`src/rtl/mem_port_arbiter_pkg.sv`:
```
// Shared encodings and default widths for the memory port arbiter.
// Reused by the hazard unit and the memory model.
package mem_port_arbiter_pkg;

   localparam int ARB_ADDR_W     = 32;
   localparam int ARB_DATA_W     = 16;
   localparam int ARB_MAX_STREAK = 4;

   typedef enum logic [1:0] {
      ARB_IDLE    = 2'd0,
      ARB_BUSY_IF = 2'd1,
      ARB_BUSY_DM = 2'd2
   } arb_state_e;

   function automatic int streak_w(input int max_streak);
      return $clog2(max_streak + 1);
   endfunction

endpackage

```
`src/rtl/arb_streak_counter.sv`:
```
// Saturating count of back-to-back DM grants while IF waits.
// Clear wins over increment.
module arb_streak_counter
   import mem_port_arbiter_pkg::*;
#(
   parameter int MAX = ARB_MAX_STREAK,
   parameter int W   = streak_w(MAX)
) (
   input  logic i_clk,
   input  logic i_rst,
   input  logic i_inc,
   input  logic i_clr,
   output logic o_at_max
);

   logic [W-1:0] count;

   assign o_at_max = (count == W'(MAX));

   // count DM grants, hold at MAX, drop to zero on clear
   always_ff @(posedge i_clk or posedge i_rst) begin
      if (i_rst) begin
         count <= '0;
      end else if (i_clr) begin
         count <= '0;
      end else if (i_inc && !o_at_max) begin
         count <= count + 1'b1;
      end
   end

endmodule

```
`src/rtl/mem_port_arbiter.sv`:
```
// Shares one ready-handshake memory port between fetch and data access.
// DM wins ties until its streak limit; flushed fetch data is dropped.
module mem_port_arbiter
   import mem_port_arbiter_pkg::*;
#(
   parameter int ADDR_W        = ARB_ADDR_W,
   parameter int DATA_W        = ARB_DATA_W,
   parameter int MAX_DM_STREAK = ARB_MAX_STREAK
) (
   input  logic              i_clk,
   input  logic              i_rst,
   input  logic              i_if_req,
   input  logic [ADDR_W-1:0] i_if_addr,
   input  logic              i_flush_if,
   input  logic              i_dm_req,
   input  logic              i_dm_we,
   input  logic [ADDR_W-1:0] i_dm_addr,
   input  logic [DATA_W-1:0] i_dm_wdata,
   output logic              o_if_valid,
   output logic [DATA_W-1:0] o_if_rdata,
   output logic              o_if_stall,
   output logic              o_dm_valid,
   output logic [DATA_W-1:0] o_dm_rdata,
   output logic              o_dm_stall,
   output logic              o_mem_req,
   output logic              o_mem_we,
   output logic [ADDR_W-1:0] o_mem_addr,
   output logic [DATA_W-1:0] o_mem_wdata,
   input  logic              i_mem_ready,
   input  logic [DATA_W-1:0] i_mem_rdata
);

   arb_state_e state;
   logic       discard;
   logic       idle;
   logic       at_max;
   logic       grant_dm;
   logic       grant_if;
   logic       streak_inc;
   logic       streak_clr;

   assign idle     = (state == ARB_IDLE);
   assign grant_dm = idle & i_dm_req & (!i_if_req | !at_max);
   assign grant_if = idle & i_if_req & !grant_dm;

   assign streak_inc = grant_dm & i_if_req;
   assign streak_clr = grant_if | (idle & !i_if_req);

   arb_streak_counter #(
      .MAX (MAX_DM_STREAK)
   ) u_streak (
      .i_clk    (i_clk),
      .i_rst    (i_rst),
      .i_inc    (streak_inc),
      .i_clr    (streak_clr),
      .o_at_max (at_max)
   );

   // completion is reported in the ready cycle itself
   assign o_if_valid = (state == ARB_BUSY_IF) & i_mem_ready
                     & !discard & !i_flush_if;
   assign o_dm_valid = (state == ARB_BUSY_DM) & i_mem_ready;
   assign o_if_rdata = i_mem_rdata;
   assign o_dm_rdata = i_mem_rdata;

   assign o_if_stall = i_if_req & !o_if_valid;
   assign o_dm_stall = i_dm_req & !o_dm_valid;

   // grant FSM; memory-side outputs latched at grant, held until ready
   always_ff @(posedge i_clk or posedge i_rst) begin
      if (i_rst) begin
         state       <= ARB_IDLE;
         discard     <= 1'b0;
         o_mem_req   <= 1'b0;
         o_mem_we    <= 1'b0;
         o_mem_addr  <= '0;
         o_mem_wdata <= '0;
      end else begin
         unique case (state)
            ARB_IDLE: begin
               discard <= 1'b0;
               if (grant_dm) begin
                  state       <= ARB_BUSY_DM;
                  o_mem_req   <= 1'b1;
                  o_mem_we    <= i_dm_we;
                  o_mem_addr  <= i_dm_addr;
                  o_mem_wdata <= i_dm_wdata;
               end else if (grant_if) begin
                  state       <= ARB_BUSY_IF;
                  o_mem_req   <= 1'b1;
                  o_mem_we    <= 1'b0;
                  o_mem_addr  <= i_if_addr;
                  o_mem_wdata <= '0;
               end
            end
            ARB_BUSY_IF: begin
               if (i_mem_ready) begin
                  state     <= ARB_IDLE;
                  o_mem_req <= 1'b0;
                  discard   <= 1'b0;
               end else if (i_flush_if) begin
                  discard <= 1'b1;
               end
            end
            ARB_BUSY_DM: begin
               if (i_mem_ready) begin
                  state     <= ARB_IDLE;
                  o_mem_req <= 1'b0;
               end
            end
            default: begin
               state     <= ARB_IDLE;
               o_mem_req <= 1'b0;
               discard   <= 1'b0;
            end
         endcase
      end
   end

endmodule

```
`config.mk`:
```
export PLATFORM = sky130hd
export DESIGN_NAME = mem_port_arbiter
export DESIGN_NICKNAME = d
export VERILOG_FILES = /design/src/rtl/mem_port_arbiter_pkg.sv /design/src/rtl/arb_streak_counter.sv /design/src/rtl/mem_port_arbiter.sv
export SDC_FILE = /design/constraint.sdc
export NUM_CORES = 1
export LEC_CHECK = 0
export BUFFER_PORTS_ARGS = -buffer_cell sky130_fd_sc_hd__buf_4
export CAP_MARGIN = 10
export CORE_ASPECT_RATIO = 1.1
export CORE_MARGIN = 5
export CORE_UTILIZATION = 46
export DETAILED_ROUTE_END_ITERATION = 8
export HOLD_SLACK_MARGIN = 0.12
export PLACE_DENSITY = 0.86
export REMOVE_ABC_BUFFERS = 1
export SYNTH_ARGS = -nofsm -noshare
export SYNTH_HDL_FRONTEND = slang
export SYNTH_SLANG_ARGS = --single-unit
```
`constraint.sdc`:
```
create_clock -name i_clk -period 4.2 [get_ports i_clk]
set_input_delay 0.42 -clock i_clk [delete_from_list [all_inputs] [get_ports i_clk]]
set_output_delay 0.42 -clock i_clk [all_outputs]
set_load 0.03 [all_outputs]
```
# Word-level counts from Yosys, hierarchy flattened
# Cells that the tools add are included.
[classes] add_sub_neg=1 n_eq_ne=6 mux=19 n_bitwise=15 reduce_logical=15
[ops] cell="32-bit two-way mux" count=2
[ops] cell="16-bit two-way mux" count=2
[ops] cell="1-bit AND" count=12
[ops] cell="1-bit zero test" count=7
[ops] cell="1-bit two-way mux" count=7
[ops] cell="2-bit two-way mux" count=3
[ops] cell="3-bit two-way mux" count=2
[ops] cell="2-bit AND reduction" count=3
[ops] cell="1-bit case mux with 2 select lines" count=2
[ops] cell="2-bit case mux with 2 select lines" count=1
[ops] cell="2-bit nonzero test" count=2
[ops] cell="3-bit by 1-bit adder with 3-bit output, second input constant" count=1
[ops] cell="3-bit == test, second input constant" count=1
[ops] cell="3-bit by 1-bit inequality test with 1-bit output, second input constant" count=1
[ops] cell="3-bit inequality test, second input constant" count=1
[ops] cell="2-bit by 1-bit == test with 1-bit output, second input constant" count=1
[ops] cell="2-bit == test, second input constant" count=1
[ops] cell="2-bit zero test" count=1
[ops] cell="2-bit by 1-bit inequality test with 1-bit output, second input constant" count=1
[ops] cell="1-bit OR" count=2
[ops] cell="2-bit OR reduction" count=1
[ops] cell="1-bit logical AND" count=1
[ops] cell="1-bit NOT" count=1
[totals] regBits=56 inputBits=103 output_inout_bits=86 wordCells=63

# Longest topological paths before layout
# Gate-level depths: netlist of run 1.
[logic_depth] ltp_word=9 ltp_mapped=8 ltp_nobuf=5

# Hierarchy
# From an unflattened synthesis of run 1, not the netlist that was laid out.
[unflattened] cells_unflattened=312 area_unflattened_um2=3244.4
[modules_own_cells] mod="mem_port_arbiter" instances=1 cells_each=293 area_each_um2=3047.9 seq_area_each_um2=1326.3
[modules_own_cells] mod="arb_streak_counter" instances=1 cells_each=19 area_each_um2=196.4 seq_area_each_um2=75.1

# Worst setup path before layout of run 1
# OpenSTA, ideal clock, no wires.
[synth_path] path_kind="reg-to-output" start="register state[1]" end="output port o_if_stall" arrival_ns=2.116 t_required_ns=3.780 setup_slack_ns=1.664 path_stages_with_launch=5 path_buffers=0 cell_sequence="dfrtp_1 -> inv_1 -> ha_1 -> nor4b_1 -> nor2_1"
[synth_via] elab_chain_len=6
[synth_rtl] item="from (decl)" line="mem_port_arbiter.sv:33" rtl="arb_state_e state;"
[synth_rtl] item="from (signal assigned)" line="mem_port_arbiter.sv:72" rtl="state <= ARB_IDLE;"
[synth_rtl] item="from (signal assigned)" line="mem_port_arbiter.sv:83" rtl="state <= ARB_BUSY_DM;"
[synth_rtl] item="from (signal assigned)" line="mem_port_arbiter.sv:89" rtl="state <= ARB_BUSY_IF;"
[synth_rtl] item="2-bit by 1-bit == test with 1-bit output" line="mem_port_arbiter.sv:60" rtl="assign o_if_valid = (state == ARB_BUSY_IF) & i_mem_ready"
[synth_rtl] item="1-bit AND" line="mem_port_arbiter.sv:60"
[synth_rtl] item="1-bit AND (2 in a row)" line="mem_port_arbiter.sv:61" rtl="& !discard & !i_flush_if;"
[synth_rtl] item="via o_if_valid" line="mem_port_arbiter.sv:19" rtl="output logic o_if_valid,"
[synth_rtl] item="1-bit zero test" line="mem_port_arbiter.sv:66" rtl="assign o_if_stall = i_if_req & !o_if_valid;"
[synth_rtl] item="1-bit AND" line="mem_port_arbiter.sv:66"
[synth_rtl] item="to (decl)" line="mem_port_arbiter.sv:21" rtl="output logic o_if_stall,"
# The timed path passes the listed nets, and every way through them passes these cells.

# Final worst setup path of run 1
[layout_path] start="register state[1]" end="register o_mem_addr[15]"
[layout_via] elab_chain_len=7 word_cells_on_any_way=9 classes_between="1 x mux; 4 x bitwise; 4 x reduce/logical"
[layout_rtl] item="2-bit zero test (*)" line="mem_port_arbiter.sv:42" rtl="assign idle = (state == ARB_IDLE);"
[layout_rtl] item="via idle" line="mem_port_arbiter.sv:35" rtl="logic idle;"
[layout_rtl] item="1-bit AND (2 in a row)" line="mem_port_arbiter.sv:43" rtl="assign grant_dm = idle & i_dm_req & (!i_if_req | !at_max);"
[layout_rtl] item="1-bit zero test" line="mem_port_arbiter.sv:44" rtl="assign grant_if = idle & i_if_req & !grant_dm;"
[layout_rtl] item="1-bit AND" line="mem_port_arbiter.sv:44"
[layout_rtl] item="2-bit nonzero test (no line)"
[layout_rtl] item="2-bit AND reduction (no line)"
[layout_rtl] item="to (signal assigned)" line="mem_port_arbiter.sv:86" rtl="o_mem_addr <= i_dm_addr;"
[layout_rtl] item="to (signal assigned)" line="mem_port_arbiter.sv:92" rtl="o_mem_addr <= i_if_addr;"
[layout_rtl] item="to (decl)" line="mem_port_arbiter.sv:27" rtl="output logic [ADDR_W-1:0] o_mem_addr,"
# Mark *: on every way through the listed nets, which the timed path passes. The rest lies on a longest branch.
# A chain may end at the register's enable or synchronous reset.

==> implementation parameters, run 1 <==
Parameter                              Value

Cells and area
  Area growth syn-to-layout ... 31.3%
  Number of antenna repair diodes ... 0
  Share of cells above drive strength 1 ... 38.2%
  Count of nets after finishing ... 511

Clocking
  TritonCTS buffer count ... 5
  Depth of the CTS H-tree ... 2
  Count of clock tree sinks ... 56
  Hold bufs inserted after CTS ... 0
  CTS tree ... built
  CTS root buffer ... clkbuf_8
  Post-cts resize count ... 0
  Max Buffers Root-to-Sink ... 2
  Post-CTS setup buffer count ... 0
  Clock edge transition at the registers on the reported setup and hold paths ... 90 ps
  Worst skew pair latency ... 300 ps

STA
  Fin crit share ... 56.1%
  Post-route clock skew ... 5.54 ps
  Highest attainable clock frequency ... 0.424 GHz
  Max-slew violation count ... 0
  Minimum period implied by the final worst setup slack ... 2360 ps
  Final Setup Violations ... 0
  Setup Total Neg Slack ... 0 ps
  Slew at the pin with the worst max-slew slack ... 1220 ps
  Final Hold Viols ... 0
  Unrepaired setup endpoints after global routing ... false
  Post-route worst setup slack ... 1840 ps
  Max-Slew Margin vs Limit ... 18.9%

Floorplan
  Core Box Area ... 6190 um2
  DIE WIDTH ... 86.4 um
  Number of placement rows ... 30
  Initial Util ... 47.6%
  Number of ports placed on the die boundary ... 189
  Chip Height ... 94.0 um
  Overall die area ... 8120 um2

Route
  Wire length per cell ... 18.1 um
  DRC violation count after routing ... 0
  Total length of routed wires ... 8740 um
  Number of search-and-repair iterations in the first detailed-routing pass ... 4
  Detailed-route vias per instance ... 5.37
  Post-detailed-route count of antenna-violating nets ... 0
  Starting DRT DRC Count ... 114
  Via count of the routed design ... 2595

Critical path
  Arrival time of the worst setup path ... 2580 ps
  Critical path launch point type ... register
  Top fanout value on the critical path ... 32
  Endpoint class of the critical path ... register
  Worst endpoint required time ... 4430 ps
  Kind of critical path ... reg -> reg

Global routing
  Tot GR Track Use ... 21.7%
  Global route total overflow ... 0
  Maximum number of pins on one net before global-route repair ... 57
  First-pass GRT wire length ... 14000 um
  Vias in the first global route ... 2731
  Antenna violations before repair ... 0

Pwr
  Max VDD drop ... 367 uV
  Leakage Power ... 1.96 nW
  PD cells ... 801 nW/um2

Synth
  Synth unique cells ... 28
  Fraction of the mapped netlist area in simple logic gates ... 7.89%
  Compound-Gate Fraction of Synth Area ... 24.6%
  Most common library cells after synthesis ... o211ai_1 (64), dfrtp_1 (56), inv_1 (42), buf_4 (37), nand2_1 (35)
  Share of synthesized cell area in full adder, half adder and majority cells ... 2.54%
  Synth area leaders ... dfrtp_1 (47%), o211ai_1 (16%), buf_4 (9.4%)
  Top_reg_cell synth ... dfrtp_1
  Avg Inst Size Synth ... 9.71 um2
  Total of flip-flops plus latches after synthesis ... 56
  Area share of the leading cell type in the synthesized netlist ... 47.5%
  Cell area after synthesis ... 2950 um2
  Async set or reset register ratio after synthesis ... 100%
  Number of flops mapped to enable cells by yosys ... 0
  Dominant combinational cell family by area after synthesis ... compound AO/OA/AOI/OAI gates
  Portion of the post-synthesis area used by sequential elements ... 47.5%
  Cell count after synthesis ... 304
  Multiplexer fraction of the synthesized cell area ... 0%
  Share of the synthesized netlist area taken by xor and xnor gates ... 0%
  Cell type with the largest total area after synthesis ... dfrtp_1
  Yosys synthesis warning count ... 0
  Most instantiated library cell after synthesis ... o211ai_1

Placed design
  Total of buffers placed on input and output ports ... 140
  Setup slack after placement ... 1890 ps
  Global placer's final weighted congestion ... 0.761
  Detail Placement HPWL ... 6580 um

Outcome
  Result of the run ... finished clean

Min path
  Worst min path class ... in -> async

Job
  Maximum Capacitance Violations ... 0
registers in the layout (all words and copies together) (netlist names):
name,count
discard,1
o_mem_addr,32
o_mem_req,1
o_mem_wdata,16
o_mem_we,1
state,2
u_streak.count,3
metal layers:
metal,routed length [um],vias to the layer above,part of all wire [%],global-route usage (%)
met3,1150,12,13,10.5
met5,0,-,0,2.10
li1,-,1214,-,-
met1,3550,1222,41,28.0
met2,3910,147,45,32.6
met4,123,0,1.4,5.06
worst max-delay path: stages (launching register included):
cell and delay, ps:
dfrtp_1 400, inv_1 120, ha_1 360, o21a_1 1000, o211ai_1 230, o211ai_1 160
cell families after synthesis:
logic type / count (synthesis)
compound gates: 96
fa+ha+maj: 6
buf+inv: 95
flops: 56
simple gates: 51
final timing paths:
| check | start | to | slack (ps) | cells after the start |
|---|---|---|---|---|
| setup / recovery | state[1]$_DFFE_PP0P_ | o_mem_addr[15]$_DFFE_PP0P_ | 1840 | 5 |
| max in group asynchronous | i_rst | o_mem_addr[3]$_DFFE_PP0P_ | 3430 | 3 |
| hold / removal | i_rst | discard$_DFFE_PP0P_ | 300 | 3 |
| hold reg to reg | discard$_DFFE_PP0P_ | discard$_DFFE_PP0P_ | 500 | 2 |
| setup reg to reg | state[1]$_DFFE_PP0P_ | o_mem_addr[15]$_DFFE_PP0P_ | 1840 | 5 |
| min in group i_clk | i_dm_wdata[2] | o_mem_wdata[2]$_DFFE_PP0P_ | 330 | 2 |
stage by stage:
stage | total power [mW] | hold slack [ps] | std cells | area, um2 | utilization [%]
CTS | 3.13 | 323 | 483 | 3870 | 62.5
detailed placement | 2.83 | 490 | 475 | 3780 | 61.1
global placement | 2.76 | 480 | 475 | 3780 | 61.1
global route | 3.31 | 324 | 483 | 3870 | 62.5
finish | 3.10 | 304 | 483 | 3870 | 62.5
floorplan | 2.11 | 463 | 251 | 2590 | -
cell type report:
class                   count  area [um2]
clock buffers               8        90.1
well taps                  80         100
multi-input cells         153        1040
flip-flops and latches     56        1400
inverters                  42         158
repair buffers            144        1080
fillers                   508        2320
placed cells by master, fill, tap and decap left out, types with 5 or more instances in the layout:
master	count
nand2_1	35
dfrtp_1	56
o211ai_1	64
ha_1	6
buf_4	144
clkbuf_8	6
a21oi_1	5
nor2_1	5
inv_1	41
a22o_1	17
where the power goes:
group	switching [mW]	internal (mW)
Combinational	1.15	0.689
Clock	0.161	0.135
Sequential	0.159	0.813
Total	1.46	1.64
Note: power is estimated with default switching activity, not from simulation.
==> run 2, diff against run 1 <==
CORE_UTILIZATION = 39   (was 46)
PLACE_DENSITY = 0.78   (was 0.86)
clock period = 2 ns   (was 4.2 ns; I/O delays follow)
==> run 2 against run 1 <==
  * Critical path type is now reg -> out
  * Core utilization decreased by 6.9 points
  * Combinational power increased by 120%
  * Routed wire length is 3.5% higher
  * Register-to-register slack worse by 1600 ps
  * First-iteration DRC count shrank 9.6%
  * Global-route usage fell by 2.9 points
==> implementation parameters, run 2 (same netlist as run 1, synthesis figures left out) <==
Parameter                              Value

Outcome
  Result of the run ... finished clean

Cells and area
  Leading cell types in the layout, fill and taps excluded ... buf_4 (148), o211ai_1 (64), dfrtp_1 (56), inv_1 (41), nand2_1 (35)
  Leading cell type in the layout, fill and taps excluded ... buf_4
  Number of antenna repair diodes ... 0 (unchanged)
  Count of nets after finishing ... 535 (+4.7%)
  Area of combinational cells with multiple inputs ... 1040 um2 (unchanged)
  Layout Utilization ... 55.6% (-6.9 points)
  Sequential cell area ... 1400 um2 (unchanged)
  Filler instances ... 660 (+30%)
  Finished Layout Cells ... 514 (+6.4%)
  Share of cells above drive strength 1 ... 37.9% (-0.27 points)
  Register with the most flip-flops ... o_mem_addr
  Registers with the most flip-flops ... o_mem_addr (32), o_mem_wdata (16), u_streak.count (3)
  Flip-flop count of the largest register, all copies and words added ... 32 (unchanged)
  Area growth syn-to-layout ... 40.2%

Clocking
  Max Buffers Root-to-Sink ... 2 (unchanged)
  Hold bufs inserted after CTS ... 17 (+17)
  CTS root buffer ... clkbuf_8
  TritonCTS buffer count ... 5 (unchanged)
  Clock edge transition at the registers on the reported setup and hold paths ... 110 ps (+20 ps)
  Post-cts resize count ... 0 (unchanged)
  Post-CTS setup buffer count ... 0 (unchanged)
  Worst skew pair latency ... 310 ps (about the same)
  Count of clock tree sinks ... 56 (unchanged)
  CTS tree ... built
  Depth of the CTS H-tree ... 2 (unchanged)

Floorplan
  Overall die area ... 9410 um2 (+16%)
  Core Box Area ... 7430 um2 (+20%)
  DIE WIDTH ... 92.9 um (+7.6%)
  Initial Util ... 39.7% (-7.9 points)
  Chip Height ... 101 um (+7.7%)
  Number of placement rows ... 33 (+10%)
  Number of ports placed on the die boundary ... 189 (unchanged)

Placed design
  Global placer's final weighted congestion ... 0.814 (+6.9%)
  Detail Placement HPWL ... 6860 um (+4.3%)
  Setup slack after placement ... 294 ps (-1590 ps)
  Placed cell count ... 488 (+2.7%)
  Total of buffers placed on input and output ports ... 140 (unchanged)

Global routing
  First-pass GRT wire length ... 14100 um (+1.2%)
  Global route total overflow ... 0 (unchanged)
  Antenna violations before repair ... 0 (unchanged)
  Tot GR Track Use ... 18.8% (-2.9 points)
  Maximum number of pins on one net before global-route repair ... 38 (-33%)
  Vias in the first global route ... 2852 (+4.4%)

STA
  Fin crit share ... 89.3%
  Post-route clock skew ... 11.8 ps (+6.30 ps)
  Final Setup Violations ... 0 (unchanged)
  Max-Slew Margin vs Limit ... 62.9% (+44 points)
  Highest attainable clock frequency ... 0.560 GHz
  Post-route worst setup slack ... 215 ps (-1630 ps)
  Final Hold Viols ... 0 (unchanged)
  Max-slew violation count ... 0 (unchanged)
  Unrepaired setup endpoints after global routing ... false
  Minimum period implied by the final worst setup slack ... 1790 ps
  Slew at the pin with the worst max-slew slack ... 555 ps (-662 ps)

Route
  Wire length on met1 ... 3410 um (-3.9%)
  Detailed-route vias per instance ... 5.15 (-4.2%)
  Met2 Wirelength ... 4460 um (+14%)
  Uppermost routed layer ... met5
  Number of search-and-repair iterations in the first detailed-routing pass ... 4 (unchanged)
  Post-detailed-route count of antenna-violating nets ... 0 (unchanged)
  Starting DRT DRC Count ... 103 (-9.6%)
  Wire length per cell ... 17.6 um (-2.8%)
  Via count of the routed design ... 2645 (+1.9%)
  DRC violation count after routing ... 0 (unchanged)
  Total length of routed wires ... 9050 um (+3.5%)
  Met3 Routed Length ... 1090 um (-5.7%)

Min path
  Worst min path class ... in -> reg
  Hold Crit Depth ... 3

Critical path
  Setup slack on the worst flop-to-flop path ... 290 ps (-1550 ps)
  Worst endpoint required time ... 1800 ps (-2630 ps)
  Worst setup path endpoint ... o_if_stall
  Top fanout value on the critical path ... 4 (-88%)
  Startpoint of the most critical register-to-register path ... state[0]$_DFFE_PP0P_
  Endpoint class of the critical path ... primary output
  Worst reg2reg path endpoint ... o_mem_wdata[8]$_DFFE_PP0P_
  Arrival time of the worst setup path ... 1590 ps (-990 ps)
  Kind of critical path ... reg -> out
  Setup crit start ... state[1]$_DFFE_PP0P_
  Critical path launch point type ... register
  Number of cell instances on the worst register-to-register path ... 5 (unchanged)

Pwr
  PD cells ... 1610 nW/um2 (+100%)
  Max VDD drop ... 540 uV (+47%)
  Leakage Power ... 2.08 nW (+5.8%)

Job
  Maximum Capacitance Violations ... 0 (unchanged)
-- run 2: cell types whose count changed in the layout (fill, tap and decap cells not counted), sizes merged --
| cell | delta |
|---|---|
| dlygate4sd3 | +18 |
| clkbuf | -3 |
| inv | +2 |
| clkinvlp | +1 |
| buf | +6 |
-- run 2: per-stage QoR --
stage	hold WS (ps)	area [um2]	TNS, ps	total power, mW
detailed placement	249	3860	0	6.04
global route	149	4140	0	7.12
floorplan	333	2590	-316	4.42
CTS	130	4130	0	6.73
global placement	236	3860	0	5.92
finish	143	4140	0	6.67
-- run 2: worst min-delay path by stage --
stage	startpoint	to	slack, ps
5_1_grt	i_dm_addr[1]	o_mem_addr[1]$_DFFE_PP0P_	150
4_1_cts	i_flush_if	discard$_DFFE_PP0P_	130
3_5_place_dp	i_rst	state[1]$_DFFE_PP0P_	250
6_report	i_flush_if	discard$_DFFE_PP0P_	140
2_1_floorplan	i_dm_wdata[0]	o_mem_wdata[0]$_DFFE_PP0P_	330
3_3_place_gp	i_rst	discard$_DFFE_PP0P_	240
-- run 2: critical path, stage by stage, from the launching register on --
cell and delay (ps):
dfrtp_1 400, inv_1 120, ha_1 180, nor4b_1 320, nor2_1 80, buf_4 180
-- run 2: final cells by class --
cell class | instances | share of cell area [%]
multi-input combinational | 153 | 25.2
sequential | 56 | 33.9
tap | 87 | 2.63
inverter | 42 | 3.81
clock buffer | 5 | 1.66
clock inverter | 3 | 0.605
timing repair buffer | 168 | 32.2
-- run 2: power breakdown --
part           internal [mW]  switching (mW)
combinational           1.56            2.44
sequential              1.70           0.327
clock                  0.256           0.386
-- run 2: metal layers --
metal,vias to the layer above,global-route usage (%)
met5,-,5.21
met4,2,3.61
met3,4,9.73
met2,128,31.1
met1,1249,21.8
li1,1262,-
==> run 3, diff against run 2 <==
ABC_AREA = 1   (was not set)
CORE_UTILIZATION = 40   (was 39)
PLACE_DENSITY = 0.77   (was 0.78)
==> run 3 against run 2 <==
  * Combinational power decreased by 2%
  * Sequential cell count unchanged
  * Largest power group unchanged
  * Sequential power about the same
  * Worst hold slack improved by 41 ps
  * Register-to-register slack got worse by 40 ps
  * Critical path depth increased by 3
  * Highest routed layer is now met4
  * Clock skew decreased by 2.7 ps
  * Area after synthesis increased by 9.3%
  * Final area increased by 7.6%
  * Critical endpoint is now o_mem_wdata[15]$_DFFE_PP0P_
  * Core utilization increased by 0.61 points
  * Sequential share of layout area decreased by 2.4 points
==> implementation parameters, run 3 <==
Parameter                              Value

Clocking
  Count of clock tree sinks ... 56 (unchanged)
  CTS root buffer ... clkbuf_8
  Clock edge transition at the registers on the reported setup and hold paths ... 100 ps (about the same)
  Worst skew pair latency ... 300 ps (about the same)
  Max Buffers Root-to-Sink ... 2 (unchanged)
  CTS tree ... built
  TritonCTS buffer count ... 5 (unchanged)
  Depth of the CTS H-tree ... 2 (unchanged)

Min path
  Hold Crit Depth ... 5 (+2)
  Worst min path class ... in -> reg

Cells and area
  Register with the most flip-flops ... o_mem_addr
  Flip-flop count of the largest register, all copies and words added ... 32 (unchanged)
  Sequential cell area ... 1400 um2 (unchanged)
  Area growth syn-to-layout ... 38.0%
  Leading cell types in the layout, fill and taps excluded ... buf_4 (148), nand3_1 (117), nand2_1 (111), inv_1 (76), dfrtp_1 (56)
  Number of antenna repair diodes ... 0 (unchanged)
  Filler instances ... 728 (+10%)
  Share of cells above drive strength 1 ... 29.3% (-8.6 points)
  Registers with the most flip-flops ... o_mem_addr (32), o_mem_wdata (16), u_streak.count (3)
  Count of nets after finishing ... 671 (+25%)
  Leading cell type in the layout, fill and taps excluded ... buf_4
  Area of combinational cells with multiple inputs ... 1190 um2 (+14%)

Outcome
  Result of the run ... finished clean

Job
  Maximum Capacitance Violations ... 0 (unchanged)

Synth
  Most instantiated library cell after synthesis ... nand3_1
  Cell count after synthesis ... 442 (+45%)
  Cell area after synthesis ... 3230 um2 (+9.3%)
  Cell type with the largest total area after synthesis ... dfrtp_1
  Most common library cells after synthesis ... nand3_1 (117), nand2_1 (112), inv_1 (77), dfrtp_1 (56), buf_4 (34)
  Synth unique cells ... 19 (-32%)
  Avg Inst Size Synth ... 7.30 um2 (-25%)
  Number of flops mapped to enable cells by yosys ... 0 (unchanged)
  Total of flip-flops plus latches after synthesis ... 56 (unchanged)
  Top_reg_cell synth ... dfrtp_1
  Yosys synthesis warning count ... 0 (unchanged)
  Synth area leaders ... dfrtp_1 (43%), nand3_1 (18%), nand2_1 (13%)
  Async set or reset register ratio after synthesis ... 100% (unchanged)
  Area share of the leading cell type in the synthesized netlist ... 43.4% (-4.1 points)
  Portion of the post-synthesis area used by sequential elements ... 43.4% (-4.1 points)

Critical path
  Endpoint class of the critical path ... register
  Cells along the critical path ... inv_1 -> ha_2 -> nand2_2 -> clkinv_2 -> nand2_8 -> inv_4 -> nand2_1 -> nand2_1
  Crit-path max cell delay ... 420 ps (+20 ps)
  Number of cell instances on the worst register-to-register path ... 8 (+3)
  Worst endpoint required time ... 2250 ps (+450 ps)
  Kind of critical path ... reg -> reg
  Arrival time of the worst setup path ... 2000 ps (+410 ps)
  Slowest cell on crit path ... dfrtp_1
  Cell occurring most often along the worst timing path ... nand2_1
  Top fanout value on the critical path ... 35 (+31)
  Critical path launch point type ... register

Placed design
  Total of buffers placed on input and output ports ... 140 (unchanged)
  Global placer's final weighted congestion ... 0.765 (-6.0%)
  Detail Placement HPWL ... 6900 um (+0.54%)
  Setup slack after placement ... 34.2 ps (-260 ps)

Route
  Wire length per cell ... 13.8 um (-21%)
  DRC violation count after routing ... 0 (unchanged)
  Post-detailed-route count of antenna-violating nets ... 0 (unchanged)
  Number of search-and-repair iterations in the first detailed-routing pass ... 4 (unchanged)
  Starting DRT DRC Count ... 88 (-15%)
  Detailed-route vias per instance ... 4.76 (-7.5%)
  Via count of the routed design ... 3193 (+21%)
  Total length of routed wires ... 9270 um (+2.5%)

Pwr
  Flop pwr share ... 31.2% (+0.8 points)
  Cell internal pwr ... 3.42 mW (-2.9%)
  Max VDD drop ... 659 uV (+22%)
  Switching component of the power ... 3.18 mW (+0.85%)
  Part of the total power dissipated in the clock network ... 9.5% (about the same)
  Leakage Power ... 2.64 nW (+27%)
  Proportion of total power due to net switching ... 48.2% (+0.95 points)
  PD cells ... 1480 nW/um2 (-8.1%)
  Total power after layout ... 6.60 mW (-1.1%)
  Proportion of power drawn by combinational gates ... 59.3% (-0.6 points)

STA
  Max-Slew Margin vs Limit ... 63.1% (+0.23 points)
  Final Hold Viols ... 0 (unchanged)
  Max-slew violation count ... 0 (unchanged)
  Post-route worst setup slack ... 253 ps (+38.5 ps)
  Minimum period implied by the final worst setup slack ... 1750 ps (-38.5 ps)
  Final Setup Violations ... 0 (unchanged)
  Slew at the pin with the worst max-slew slack ... 553 ps (-2.18 ps)
  Fin crit share ... 87.3% (-1.9 points)
  Highest attainable clock frequency ... 0.573 GHz (+2.2%)
  Final Hold Slack ... 184 ps (+41.1 ps)
  Unrepaired setup endpoints after global routing ... false
  Setup Total Neg Slack ... 0 ps (unchanged)
  Post-route clock skew ... 9.11 ps (-2.73 ps)

Global routing
  First-pass GRT wire length ... 14900 um (+5.6%)
  Tot GR Track Use ... 18.4% (-0.40 points)
  Antenna violations before repair ... 0 (unchanged)
  Global route total overflow ... 0 (unchanged)
  Maximum number of pins on one net before global-route repair ... 36 (-5.3%)
  Vias in the first global route ... 3181 (+12%)

Floorplan
  Number of ports placed on the die boundary ... 189 (unchanged)
  Initial Util ... 40.8% (+1.1 points)
  Core Box Area ... 7910 um2 (+6.5%)
  Overall die area ... 9960 um2 (+5.9%)
  Number of placement rows ... 34 (+3.0%)
  Chip Height ... 104 um (+2.9%)
  DIE WIDTH ... 95.6 um (+2.9%)
==> run 3: power by group through the flow <==
stage               clock network (mW)  logic [mW]  registers [mW]
floorplan                            0        1.37            3.03
global placement                     0        3.81            2.06
detailed placement                   0        3.90            2.05
CTS                              0.644        3.93            2.05
global route                     0.692        4.28            2.12
finish                           0.630        3.91            2.06
==> run 3: cell families (layout without fill, tap and decap cells) <==
logic type	after synthesis	count (layout)	share of synthesized area, %
and+or+nand+nor	237	237	32.5
xor gates and xnor gates	2	2	0.543
DFF	56	56	43.4
AOI/OAI and AO/OA	7	7	1.13
buffers and inverters	134	255	20.1
adders and majority gates	6	6	2.33
==> run 3: stage by stage <==
step	util [%]	std cells	instance area, um2
2_1_floorplan	-	387	2880
3_3_place_gp	52.6	645	4170
5_1_grt	56.2	671	4450
3_5_place_dp	52.6	645	4170
6_report	56.2	671	4450
4_1_cts	56.1	671	4440
==> run 3: worst max-delay path, delay by kind of cell, from the launching register on <==
kind	cells	cell delay (ps)
buf+inv	3	540
simple gates	4	460
flops	1	420
fa+ha+maj	1	260
==> run 3: per-layer routing <==
| layer | up-vias | track usage, % | wire [um] | share of wire, % |
|---|---|---|---|---|
| met1 | 1457 | 23.5 | 3810 | 41 |
| met3 | 5 | 7.31 | 1070 | 12 |
| met5 | - | 3.33 | 0 | 0 |
| met2 | 166 | 29.1 | 4350 | 47 |
| met4 | 0 | 4.07 | 46 | 0.50 |
| li1 | 1565 | - | - | - |
==> run 3: worst paths after layout <==
check / start / endpoint / slack [ps]
worst min-delay path: i_if_addr[7] / o_mem_addr[7]$_DFFE_PP0P_ / 180
worst max-delay path: state[0]$_DFFE_PP0P_ / o_mem_wdata[15]$_DFFE_PP0P_ / 250
min in group asynchronous: i_rst / o_mem_req$_DFFE_PP0P_ / 510
worst min register to register: o_mem_req$_DFFE_PP0P_ / o_mem_req$_DFFE_PP0P_ / 510
max in group asynchronous: i_rst / u_streak.count[1]$_DFFE_PP0P_ / 910
worst max register to register: state[0]$_DFFE_PP0P_ / o_mem_wdata[15]$_DFFE_PP0P_ / 250
==> run 3: what timing repair did <==
item / CTS / global route
hold buffers: 18 / 0
setup buffers: 0 / 0
endpoints found under the hold margin: 40 / 0
gates resized for setup: 0 / 3
setup endpoints to repair: 0 / 51
==> run 3: cell type report <==
class | instances | area share [%]
flip-flops and latches | 56 | 31.5
repair buffers | 168 | 29.9
multi-input cells | 252 | 26.7
inverters | 79 | 6.75
well taps | 108 | 3.04
clock buffers | 6 | 1.86
clock inverters | 2 | 0.225
